### config.mk
export PLATFORM = sky130hd
export DESIGN_NAME = pkt_gen_tx
export DESIGN_NICKNAME = d
export VERILOG_FILES = /design/src/rtl/pkt_gen_tx.sv
export SDC_FILE = /design/constraint.sdc
export NUM_CORES = 1
export LEC_CHECK = 0
export ABC_AREA = 1
export BUFFER_PORTS_ARGS = -buffer_cell sky130_fd_sc_hd__buf_2
export CORE_MARGIN = 2
export CORE_UTILIZATION = 50
export CTS_BUF_LIST = sky130_fd_sc_hd__clkbuf_4 sky130_fd_sc_hd__clkbuf_8
export DETAILED_ROUTE_END_ITERATION = 12
export PLACE_DENSITY = 0.73
export SYNTH_ARGS = -nofsm -noshare
export SYNTH_HDL_FRONTEND = slang
export SYNTH_SLANG_ARGS = --single-unit
export TNS_END_PERCENT = 100
### constraint.sdc
create_clock -name aclk -period 2.75 [get_ports aclk]
set_clock_uncertainty 0.2 [all_clocks]
set_input_delay 0.1375 -clock aclk [delete_from_list [all_inputs] [get_ports aclk]]
set_output_delay 0.1375 -clock aclk [all_outputs]
set_load 0.02 [all_outputs]
### src/rtl/pkt_gen_tx.sv
// pkt_gen_tx -- AXI-Stream packet transmitter feeding the s_axis side of a packet queue.
//
// A run is started with a start pulse while idle. It emits cfg_pkt_len-byte packets
// (cfg_pkt_num of them, or forever when 0) with cfg_gap idle cycles between packets.
// Byte k of packet p carries (seed + p + k) mod 256, and byte 0 sits in the MSBs of
// tdata. The last beat of a packet carries tlast, and tuser_mty gives the number of
// empty LSB bytes, which are driven 0. The stop input ends the run at the next packet
// boundary. The abort input ends it at once; if the queue has already taken part of a
// packet, drop_incmpt_pkt tells the queue to discard that partial packet.
//
// Ports
//   aclk, aresetn          clock / asynchronous active-low reset
//   start, stop, abort     run control pulses
//   cfg_pkt_len/num/gap/seed  run configuration, latched on an accepted start
//   m_axis_*               AXI-Stream master (tvalid, tdata, tlast, tuser_mty, tready)
//   drop_incmpt_pkt        1-cycle pulse: partial packet cut by abort
//   busy                   high whenever not idle
//   done                   1-cycle pulse when a run ends
//   cfg_err                1-cycle pulse: start rejected, cfg_pkt_len == 0
//   pkt_sent_cnt           packets fully accepted in the current/last run
module pkt_gen_tx #(
  parameter int C_DATA_WIDTH = 64,
  parameter int C_MTY_WIDTH  = 3,
  parameter int C_LEN_BITS   = 16,
  parameter int C_GAP_BITS   = 8
) (
  input  logic                    aclk,
  input  logic                    aresetn,
  input  logic                    start,
  input  logic                    stop,
  input  logic                    abort,
  input  logic [C_LEN_BITS-1:0]   cfg_pkt_len,
  input  logic [31:0]             cfg_pkt_num,
  input  logic [C_GAP_BITS-1:0]   cfg_gap,
  input  logic [7:0]              cfg_seed,
  output logic                    m_axis_tvalid,
  output logic [C_DATA_WIDTH-1:0] m_axis_tdata,
  output logic                    m_axis_tlast,
  output logic [C_MTY_WIDTH-1:0]  m_axis_tuser_mty,
  input  logic                    m_axis_tready,
  output logic                    drop_incmpt_pkt,
  output logic                    busy,
  output logic                    done,
  output logic                    cfg_err,
  output logic [31:0]             pkt_sent_cnt
);

  localparam int BYTES = C_DATA_WIDTH / 8;

  typedef enum logic [1:0] {S_IDLE, S_LOAD, S_SEND, S_GAP} state_t;

  state_t                  state;
  logic [C_LEN_BITS-1:0]   len_q;
  logic [31:0]             num_q;
  logic [C_GAP_BITS-1:0]   gap_q;
  logic [7:0]              seed_q;
  logic [C_LEN_BITS-1:0]   beats_q;    // beats per packet
  logic [C_MTY_WIDTH-1:0]  mty_q;      // empty bytes in the last beat
  logic [C_LEN_BITS-1:0]   beat_idx;   // index of the beat currently presented
  logic [7:0]              pkt_base;   // (seed + p) of the packet being sent
  logic [7:0]              beat_byte;  // value of byte 0 of the presented beat
  logic [C_GAP_BITS-1:0]   gap_cnt;
  logic                    stop_q;
  logic                    beat_acc;   // queue already holds part of this packet

  // Per-run constants derived from the latched length.
  logic [C_LEN_BITS:0]     len_round;
  logic [C_LEN_BITS-1:0]   beats_calc;
  logic [C_LEN_BITS-1:0]   len_rem;
  logic [C_MTY_WIDTH-1:0]  mty_calc;

  assign len_round  = {1'b0, len_q} + (C_LEN_BITS+1)'(BYTES - 1);
  assign beats_calc = C_LEN_BITS'(len_round / (C_LEN_BITS+1)'(BYTES));
  assign len_rem    = len_q % C_LEN_BITS'(BYTES);
  assign mty_calc   = (len_rem == '0) ? '0 : C_MTY_WIDTH'(C_LEN_BITS'(BYTES) - len_rem);

  // Build one beat: byte j = first + j, with the trailing 'empty' bytes zeroed.
  function automatic logic [C_DATA_WIDTH-1:0] make_beat(input logic [7:0]             first,
                                                        input logic [C_MTY_WIDTH-1:0] empty);
    logic [C_DATA_WIDTH-1:0] d;
    d = '0;
    for (int j = 0; j < BYTES; j++) begin
      if (j < BYTES - int'(empty)) d[C_DATA_WIDTH-1-8*j -: 8] = first + 8'(j);
    end
    return d;
  endfunction

  // Candidate next beats: first beat of a packet (from LOAD, or the packet after the
  // one finishing now) and the following beat of the current packet.
  logic [7:0]              first_byte;
  logic                    first_last;
  logic                    next_last;
  logic [C_MTY_WIDTH-1:0]  first_mty;
  logic [C_MTY_WIDTH-1:0]  next_mty;
  logic [C_DATA_WIDTH-1:0] first_data;
  logic [C_DATA_WIDTH-1:0] next_data;

  always_comb begin
    // NOTE: every variable gets a default before any condition so no latch is inferred.
    first_byte = pkt_base + 8'd1;
    first_last = (beats_q == C_LEN_BITS'(1));
    first_mty  = mty_q;
    if (state == S_LOAD) begin
      first_byte = seed_q;
      first_last = (beats_calc == C_LEN_BITS'(1));
      first_mty  = mty_calc;
    end
    if (!first_last) first_mty = '0;
    next_last = ((beat_idx + C_LEN_BITS'(2)) == beats_q);
    next_mty  = next_last ? mty_q : '0;
  end

  assign first_data = make_beat(first_byte, first_mty);
  assign next_data  = make_beat(beat_byte + 8'(BYTES), next_mty);

  logic hs, stop_now, run_complete, end_run, drop_now;

  assign hs           = m_axis_tvalid && m_axis_tready;
  assign stop_now     = stop_q || stop;
  assign run_complete = (num_q != 32'd0) && ((pkt_sent_cnt + 32'd1) == num_q);
  // Abort ends the run from any active state. Otherwise the run ends on a last-beat
  // handshake (count reached or stop pending), or in GAP once a stop is pending.
  assign end_run  = (abort && (state != S_IDLE))
                 || ((state == S_GAP) && stop_now)
                 || ((state == S_SEND) && hs && m_axis_tlast && (stop_now || run_complete));
  // A last beat taken together with abort completes its packet, so nothing is dropped.
  assign drop_now = (state == S_SEND) && abort && !(hs && m_axis_tlast) && (beat_acc || hs);

  always_ff @(posedge aclk or negedge aresetn) begin
    if (!aresetn) begin
      state            <= S_IDLE;
      len_q            <= '0;
      num_q            <= '0;
      gap_q            <= '0;
      seed_q           <= '0;
      beats_q          <= '0;
      mty_q            <= '0;
      beat_idx         <= '0;
      pkt_base         <= '0;
      beat_byte        <= '0;
      gap_cnt          <= '0;
      stop_q           <= 1'b0;
      beat_acc         <= 1'b0;
      m_axis_tvalid    <= 1'b0;
      m_axis_tdata     <= '0;
      m_axis_tlast     <= 1'b0;
      m_axis_tuser_mty <= '0;
      drop_incmpt_pkt  <= 1'b0;
      busy             <= 1'b0;
      done             <= 1'b0;
      cfg_err          <= 1'b0;
      pkt_sent_cnt     <= '0;
    end else begin
      // NOTE: state registers use non-blocking assignments so every read sees the
      // pre-edge value regardless of statement order.
      done            <= 1'b0;
      cfg_err         <= 1'b0;
      drop_incmpt_pkt <= 1'b0;
      if (state != S_IDLE && stop) stop_q <= 1'b1;
      if (state == S_SEND && hs && m_axis_tlast) pkt_sent_cnt <= pkt_sent_cnt + 32'd1;

      if (end_run) begin
        state            <= S_IDLE;
        busy             <= 1'b0;
        done             <= 1'b1;
        drop_incmpt_pkt  <= drop_now;
        m_axis_tvalid    <= 1'b0;
        m_axis_tdata     <= '0;
        m_axis_tlast     <= 1'b0;
        m_axis_tuser_mty <= '0;
      end else begin
        case (state)
          S_IDLE: begin
            if (start) begin
              if (cfg_pkt_len == '0) begin
                cfg_err <= 1'b1;
              end else begin
                len_q        <= cfg_pkt_len;
                num_q        <= cfg_pkt_num;
                gap_q        <= cfg_gap;
                seed_q       <= cfg_seed;
                pkt_sent_cnt <= '0;
                stop_q       <= 1'b0;
                busy         <= 1'b1;
                state        <= S_LOAD;
              end
            end
          end
          S_LOAD: begin
            beats_q          <= beats_calc;
            mty_q            <= mty_calc;
            pkt_base         <= seed_q;
            beat_byte        <= seed_q;
            beat_idx         <= '0;
            beat_acc         <= 1'b0;
            m_axis_tvalid    <= 1'b1;
            m_axis_tdata     <= first_data;
            m_axis_tlast     <= first_last;
            m_axis_tuser_mty <= first_mty;
            state            <= S_SEND;
          end
          S_SEND: begin
            if (hs) begin
              if (m_axis_tlast) begin
                // The next packet's first beat is staged now; during a gap it waits
                // behind tvalid=0.
                pkt_base         <= pkt_base + 8'd1;
                beat_byte        <= first_byte;
                beat_idx         <= '0;
                beat_acc         <= 1'b0;
                m_axis_tdata     <= first_data;
                m_axis_tlast     <= first_last;
                m_axis_tuser_mty <= first_mty;
                if (gap_q != '0) begin
                  m_axis_tvalid <= 1'b0;
                  gap_cnt       <= gap_q - C_GAP_BITS'(1);
                  state         <= S_GAP;
                end
              end else begin
                beat_idx         <= beat_idx + C_LEN_BITS'(1);
                beat_byte        <= beat_byte + 8'(BYTES);
                beat_acc         <= 1'b1;
                m_axis_tdata     <= next_data;
                m_axis_tlast     <= next_last;
                m_axis_tuser_mty <= next_mty;
              end
            end
          end
          S_GAP: begin
            if (gap_cnt == '0) begin
              m_axis_tvalid <= 1'b1;
              state         <= S_SEND;
            end else begin
              gap_cnt <= gap_cnt - C_GAP_BITS'(1);
            end
          end
          default: state <= S_IDLE;
        endcase
      end
    end
  end

endmodule

== Yosys cells after proc, flatten, opt, wreduce, memory -nomap -nowiden ==
Cells that the tools add are included.

* $add $sub $neg: 25
* Order comparisons: 16
* Equality and inequality tests: 18
* Muxes and demuxes: 85
* Bitwise gates (word level): 2
* Reduce and logical (&&, ||, !) cells: 40

{| class="wikitable"
|+ Operator list
! kind !! count
|-
| $mux 8 || 25
|-
| $mux 64 || 3
|-
| $mux 32 || 5
|-
| $pmux 64 s2 || 1
|-
| $add 8x3->8 const B || 8
|-
| $pmux 8 s2 || 3
|-
| $lt 4x5->1 const A || 8
|-
| $add 32x1->32 const B || 1
|-
| $add 8x2->8 const B || 4
|-
| $eq 32x32->1 || 1
|-
| $logic_not 16->1 || 2
|-
| $mux 16 || 2
|-
| $pmux 16 s2 || 1
|-
| $reduce_bool 32->1 || 1
|-
| $eq 14x1->1 const B || 2
|-
| $mux 1 || 26
|-
| $add 8x1->8 const B || 3
|-
| $mux 3 || 7
|-
| $lt 3x5->1 const A || 4
|-
| $add 16x3->17 const B || 1
|-
| $add 16x1->16 const B || 1
|-
| $add 16x2->16 const B || 1
|-
| $eq 16x14->1 || 1
|-
| $sub 8x1->8 const B || 2
|-
| 31 further kinds || 73
|}

* Bits in registers: 230
* Input port bits: 70
* Output and inout port bits: 105
* Logic and storage cells: 208

== Depth between registers and ports, before layout ==
* Depth in word-level cells: 11
* Depth in mapped cells: 24
* Depth with buffers taken out: 24

== Worst setup path after synthesis ==
Ideal clock, no wire load.

* Kind: register to register
* From: reg state[1]
* To: reg m_axis_tdata[47]
* Setup time: 0.083 ns
* Data arrival time: 2.744 ns
* Data required time: 2.467 ns
* Slack: -0.277 ns
* Cell stages (with the launch flop): 21
* Buffers on the path: 2
* Clock period less this slack: 3.027 ns
* Cells stage by stage: dfrtp_1 > nor2_1 > inv_1 > buf_2 > buf_2 > o21ai_1 > inv_1 > ha_1 > inv_1 > nor2_1 > inv_1 > nor2_1 > nand3_1 > nand2_1 > inv_1 > nand2_1 > nand2_1 > nand2_1 > nand2_1 > nand3_1 > o21ai_0

* Cells in the longest elaborated chain, start to end: 10
* Elaborated cells on any way between the ends: 26
* Classes of those cells: add/sub (2); order compare (1); eq/ne (4); mux (9); reduce/logical (10)

{| class="wikitable"
|+ Ends and longest elaborated chain
! item !! RTL line !! text
|-
| start: declaration || 52 || <nowiki>state_t state;</nowiki>
|-
| start signal: assignment || 131 || <nowiki>state <= S_IDLE;</nowiki>
|-
| start signal: assignment || 163 || <nowiki>state <= S_IDLE;</nowiki>
|-
| start signal: assignment || 185 || <nowiki>state <= S_LOAD;</nowiki>
|-
| $eq 2x1->1 || 103, 172 ||
|-
| $mux 3 or $mux 1 (tied branches) || -- ||
|-
| $mux 3 || 108 || <nowiki>if (!first_last) first_mty = '0;</nowiki>
|-
| $sub 4x3->5 || 83 || <nowiki>if (j < BYTES - int'(empty)) d[C_DATA_WIDTH-1-8*j -: 8] = first + 8'(j);</nowiki>
|-
| $lt 3x5->1 || 83 ||
|-
| $mux 8 || 83 ||
|-
| $mux 64 || 204 || <nowiki>if (m_axis_tlast) begin</nowiki>
|-
| $mux 64 || 203 || <nowiki>if (hs) begin</nowiki>
|-
| $pmux 64 s2 || 172 || <nowiki>case (state)</nowiki>
|-
| $mux 64 || 162 || <nowiki>if (end_run) begin</nowiki>
|-
| end signal: assignment || 197 || <nowiki>m_axis_tdata <= first_data;</nowiki>
|-
| end signal: assignment || 211 || <nowiki>m_axis_tdata <= first_data;</nowiki>
|-
| end signal: assignment || 223 || <nowiki>m_axis_tdata <= next_data;</nowiki>
|-
| end: declaration || 37 || <nowiki>output logic [C_DATA_WIDTH-1:0] m_axis_tdata,</nowiki>
|}

Several ways; a longest one is shown, not always the timed one. The select of a mux whose other input is x is not followed.
A chain may end at the register's enable or synchronous reset.

== Final worst setup path ==
* From: reg pkt_sent_cnt[0]
* To: reg m_axis_tdata[59]

* Cells in the longest elaborated chain, start to end: 8
* Elaborated cells on any way between the ends: 10
* Classes of those cells: add/sub (1); eq/ne (2); mux (1); reduce/logical (6)

{| class="wikitable"
|+ Ends and longest elaborated chain
! item !! RTL line !! text
|-
| start: declaration || 45 || <nowiki>output logic [31:0] pkt_sent_cnt</nowiki>
|-
| start signal: assignment || 160 || <nowiki>if (state == S_SEND && hs && m_axis_tlast) pkt_sent_cnt <= pkt_sent_cnt + 32'd1;</nowiki>
|-
| $add 32x1->32 * || 120 || <nowiki>assign run_complete = (num_q != 32'd0) && ((pkt_sent_cnt + 32'd1) == num_q);</nowiki>
|-
| $eq 32x32->1 * || 120 ||
|-
| $logic_and 1x1->1 * || 120 ||
|-
| $logic_or 1x1->1 * || 125 || <nowiki>|| ((state == S_SEND) && hs && m_axis_tlast && (stop_now || run_complete));</nowiki>
|-
| $logic_and 1x1->1 * || 125 ||
|-
| $logic_or 1x1->1 * || 125 ||
|-
| $ne 3x3->1 (no source line) or $reduce_bool 3->1 (tied branches) || -- ||
|-
| $reduce_and 2->1 (no source line) || -- ||
|}

Every way passes the cells marked *; elsewhere a longest branch is shown, timed or not.

==> reports/results.tsv <==
stage	metric	value	unit
synthesis	asr flop ratio synth	1.00	
worst_setup_path	crit end category	register	
synthesis	Synth top cells by count	nand2_1 (822), nor2_1 (242), dfrtp_1 (230)	
cells_and_area	Layout Nets	3052	
hold_path	hold path endpoint	pkt_sent_cnt[7]$_DFF_PN0_	
sta	Final Max Slew Viols	0	
route	Routed WL	64.9	mm
synthesis	top cells by area, synth	dfrtp_1 (38%), nand2_1 (20%), nor2_1 (6.0%)	
worst_setup_path	worst r2r src	pkt_sent_cnt[0]$_DFF_PN0_	
sta	final setup vio count	131	
worst_setup_path	slowest stage delay, CP	0.42	ns
worst_setup_path	Most common cell on crit path	nand2_1	
synthesis	share of the synthesized area in the top cell type	0.379	
power	Gate power share	0.652	
synthesis	synthesized area	15200	um2
worst_setup_path	CP required	3.00	ns
run	max cap viols	0	
cts	Clock Latency Late Sink	0.58	ns
hold_path	Hold Path Stages	6	
worst_setup_path	path type of the worst setup path	register to register	
cells_and_area	Antenna Diode Count	0	
route	detailed-route via count	18931	
cells_and_area	Final Instance Count excl. Fillers	3369	
die	chip height	178	um
cts	CTS Buf Count	41	
place	Inst Count DP	3142	
cts	CTS H-tree depth	2	
synthesis	most common cell in the netlist	nand2_1	
synthesis	Mapped Nets	2369	
cts	CTS tree	yes	
power	Leakage	12.2	nW
synthesis	Synth area leader	dfrtp_1	
cells_and_area	area grow syn2layout	56.1	%
worst_setup_path	Startpoint Class	register	
cells_and_area	fill count	2024	
worst_setup_path	worst-path cell chain	buf_6 -> nand2_4 -> nor2_4 -> buf_6 -> nand2_8 -> nor2_4 -> nand2_1 -> nand3_1 -> nand3_1 -> nor2_2 -> nand3_2 -> nor2_2 -> nand3_1 -> nand2_1 -> nand2_2 -> buf_6 -> nand3_4 -> inv_8 -> buf_12 -> buf_16 -> nand2_1 -> nand2_1	
cells_and_area	Design Area, Final	23700	um2
die	DIE WIDTH	178	um
cts	CTS Root Cell	clkbuf_8	
outcome	violated checks	negative setup slack	
cells_and_area	final design utilization	0.796	
sta	maximum operating frequency	310	MHz
worst_setup_path	delay-heaviest family, CP	simple AND/OR/NAND/NOR gates	
place	Final Wtd Congestion	1.00	
power	sequential share of power	0.210	
outcome	outcome	complete, but fails checks	
power	internal power	0.0137	W
place	placed wire-length estimate	42.2	mm
die	Initial Utilization	0.510	
worst_setup_path	WP buf/inv	6	
sta	Slew HR	0.566	
worst_setup_path	crit path max fanout	8	
synthesis	number of synthesized flops with an enable pin	0	
sta	post-route setup slack	-0.475	ns
die	I/O pin count	175	
route	DRC	0	
route	Vias/cell	5.62	
worst_setup_path	R2R setup slack	-0.48	ns
cts	Worst-path clk slew	0.07	ns
sta	RSZ-0062 raised after global routing	true	
route	drt first pass iters	8	
global_route	vias in the first global route	18165	
route	drt wl/cell	19.3	um
power	clock share of power	0.138	
synthesis	prevailing post-synth register cell	dfrtp_1	
cts	clock sink total	230	
power	pwr dens	1120	nW/um2
place	Area after DPL	19400	um2
power	sw power	0.0128	W
route	Antenna Nets Post-Route	0	
synthesis	Synth Warn #	0	
route	DR iter-0 viols	2077	
die	row cnt	63	
sta	post-layout minimum cycle time	3.23	ns
die	core area	29800	um2
synthesis	Mean Syn Cell Area	6.71	um2
synthesis	Yosys reg bits	230	
worst_setup_path	slowest CP cell	dfrtp_2	
global_route	first-pass GRT wire length	94.4	mm
synthesis	Post-Synthesis Cells	2266	
die	die area	31800	um2
hold_path	start point of the worst hold path	m_axis_tready	
worst_setup_path	Register-to-Register Path Depth	22	
sta	Worst-Margin Slew	0.646	ns
place	I/O Buffers	174	
global_route	total track usage	0.381	
global_route	initial antenna violation count	0	
global_route	largest net degree at the start of global routing	104	
power	switch share	0.483	
worst_setup_path	Arr. time, crit path	3.48	ns
cells_and_area	ratio of cells with drive above 1 in the final layout	0.366	
cts	clock buffer depth	3	
synthesis	sequential fraction of the synthesis area	0.379	
sta	crit share post-route	1.17	
sta	setup TNS	-49.81	ns
worst_setup_path	RR Endpoint	m_axis_tdata[59]$_DFFE_PN0P_	
synthesis	Synth cell types	49	
power	VDD IR max	0.000733	V
sta	Hold Violations, Final	0	
global_route	total grt overflow	0	
hold_path	HP Class	input pin to register	
==> cells in the final DEF, fill, tap and decap left out, types with 12 or more instances in the layout <==
master	count
nor2_2	39
buf_2	173
a211oi_1	24
dlygate4sd3_1	70
xnor2_1	13
nand3_2	20
a21oi_1	40
nor3_1	12
nor2_1	192
o21ai_2	45
nand4_1	26
dfrtp_1	221
ha_1	27
buf_12	22
clkbuf_4	12
nor2_4	31
nand2_4	44
nand2_1	651
xor2_1	47
o21ai_1	45
clkbuf_8	53
o21ai_0	111
buf_6	34
nand3_1	130
inv_1	212
buf_4	385
nand2_2	127
==> through the flow <==
stage,setup WS [ns],hold WS (ns),power (W)
2_1_floorplan,-0.00642,-0.358,0.0127
3_3_place_gp,-0.541,-0.0490,0.0186
3_5_place_dp,-0.530,-0.0478,0.0188
4_1_cts,-0.281,0.0122,0.0245
5_1_grt,-0.585,0.109,0.0279
6_report,-0.475,0.0702,0.0266
==> power groups by stage <==
stage / logic, W / registers, W / clock network, W
floorplan: 0.00709 / 0.00558 / 0
global placement: 0.0132 / 0.00540 / 0
detailed placement: 0.0133 / 0.00545 / 0
CTS: 0.0154 / 0.00546 / 0.00363
global route: 0.0184 / 0.00567 / 0.00382
finish: 0.0173 / 0.00558 / 0.00366
==> layout make-up <==
| cell class | count | area (um2) | share of cell area |
|---|---|---|---|
| timing repair buffer | 705 | 5740 | 0.242 |
| multi-input combinational | 1743 | 9900 | 0.418 |
| sequential | 230 | 5770 | 0.243 |
| clock buffer | 65 | 820 | 0.0346 |
| inverter | 228 | 895 | 0.0377 |
| tap | 390 | 488 | 0.0206 |
| clock inverter | 8 | 103 | 0.00433 |
==> tightest hold or removal path: stages <==
cell and delay, ns:
buf_2 0.12, nand2_1 0.10, nor2_2 0.07, buf_4 0.18, nor2_1 0.11, a211oi_1 0.06
==> timing repair <==
item | in CTS | in global routing
buffers inserted | 49 | 26
pin swaps | 55 | 61
gates cloned | 11 | 10
gates resized for setup | 318 | 223
setup endpoints to repair | 131 | 150
hold buffers | 70 | 0
hold endpoints to repair | 298 | 0
==> how the worst max path moves through the flow <==
| stage | from | endpoint | cells after the start |
|---|---|---|---|
| after global routing | pkt_sent_cnt[0]$_DFF_PN0_ | m_axis_tdata[59]$_DFFE_PN0P_ | 22 |
| after detailed placement | len_q[0]$_DFFE_PN0P_ | m_axis_tdata[13]$_DFFE_PN0P_ | 19 |
| after global placement | len_q[0]$_DFFE_PN0P_ | m_axis_tdata[13]$_DFFE_PN0P_ | 19 |
| after floorplan | pkt_sent_cnt[0]$_DFF_PN0_ | m_axis_tdata[1]$_DFFE_PN0P_ | 20 |
| final | pkt_sent_cnt[0]$_DFF_PN0_ | m_axis_tdata[59]$_DFFE_PN0P_ | 22 |
| after CTS | pkt_sent_cnt[0]$_DFF_PN0_ | m_axis_tdata[49]$_DFFE_PN0P_ | 26 |
==> sequential cells by signal, summed over array words and instances (netlist names) <==
name,count
beat_idx,16
m_axis_tdata,64
seed_q,8
beat_byte,8
stop_q,1
m_axis_tuser_mty,3
pkt_base,8
state,2
num_q,32
mty_q,3
beat_acc,1
len_q,16
pkt_sent_cnt,32
m_axis_tvalid,1
drop_incmpt_pkt,1
gap_cnt,8
gap_q,8
m_axis_tlast,1
busy,1
beats_q,14
done,1
cfg_err,1
==> metal layers <==
metal,wire (um),global-route usage,up-vias
li1,-,-,8668
met1,25600,0.495,8965
met2,31300,0.651,1071
met3,5040,0.0450,227
met4,3010,0.145,0
met5,0,0,-
==> logic make-up after synthesis <==
| logic type | Yosys count | share of synthesized area |
|---|---|---|
| DFF | 230 | 0.379 |
| and+or+nand+nor | 1318 | 0.358 |
| AOI/OAI and AO/OA | 319 | 0.118 |
| adders and majority gates | 33 | 0.0272 |
| buffers and inverters | 296 | 0.0769 |
| muxes | 3 | 0.00198 |
| xor gates and xnor gates | 67 | 0.0400 |
Note: power is estimated with default switching activity, not from simulation.
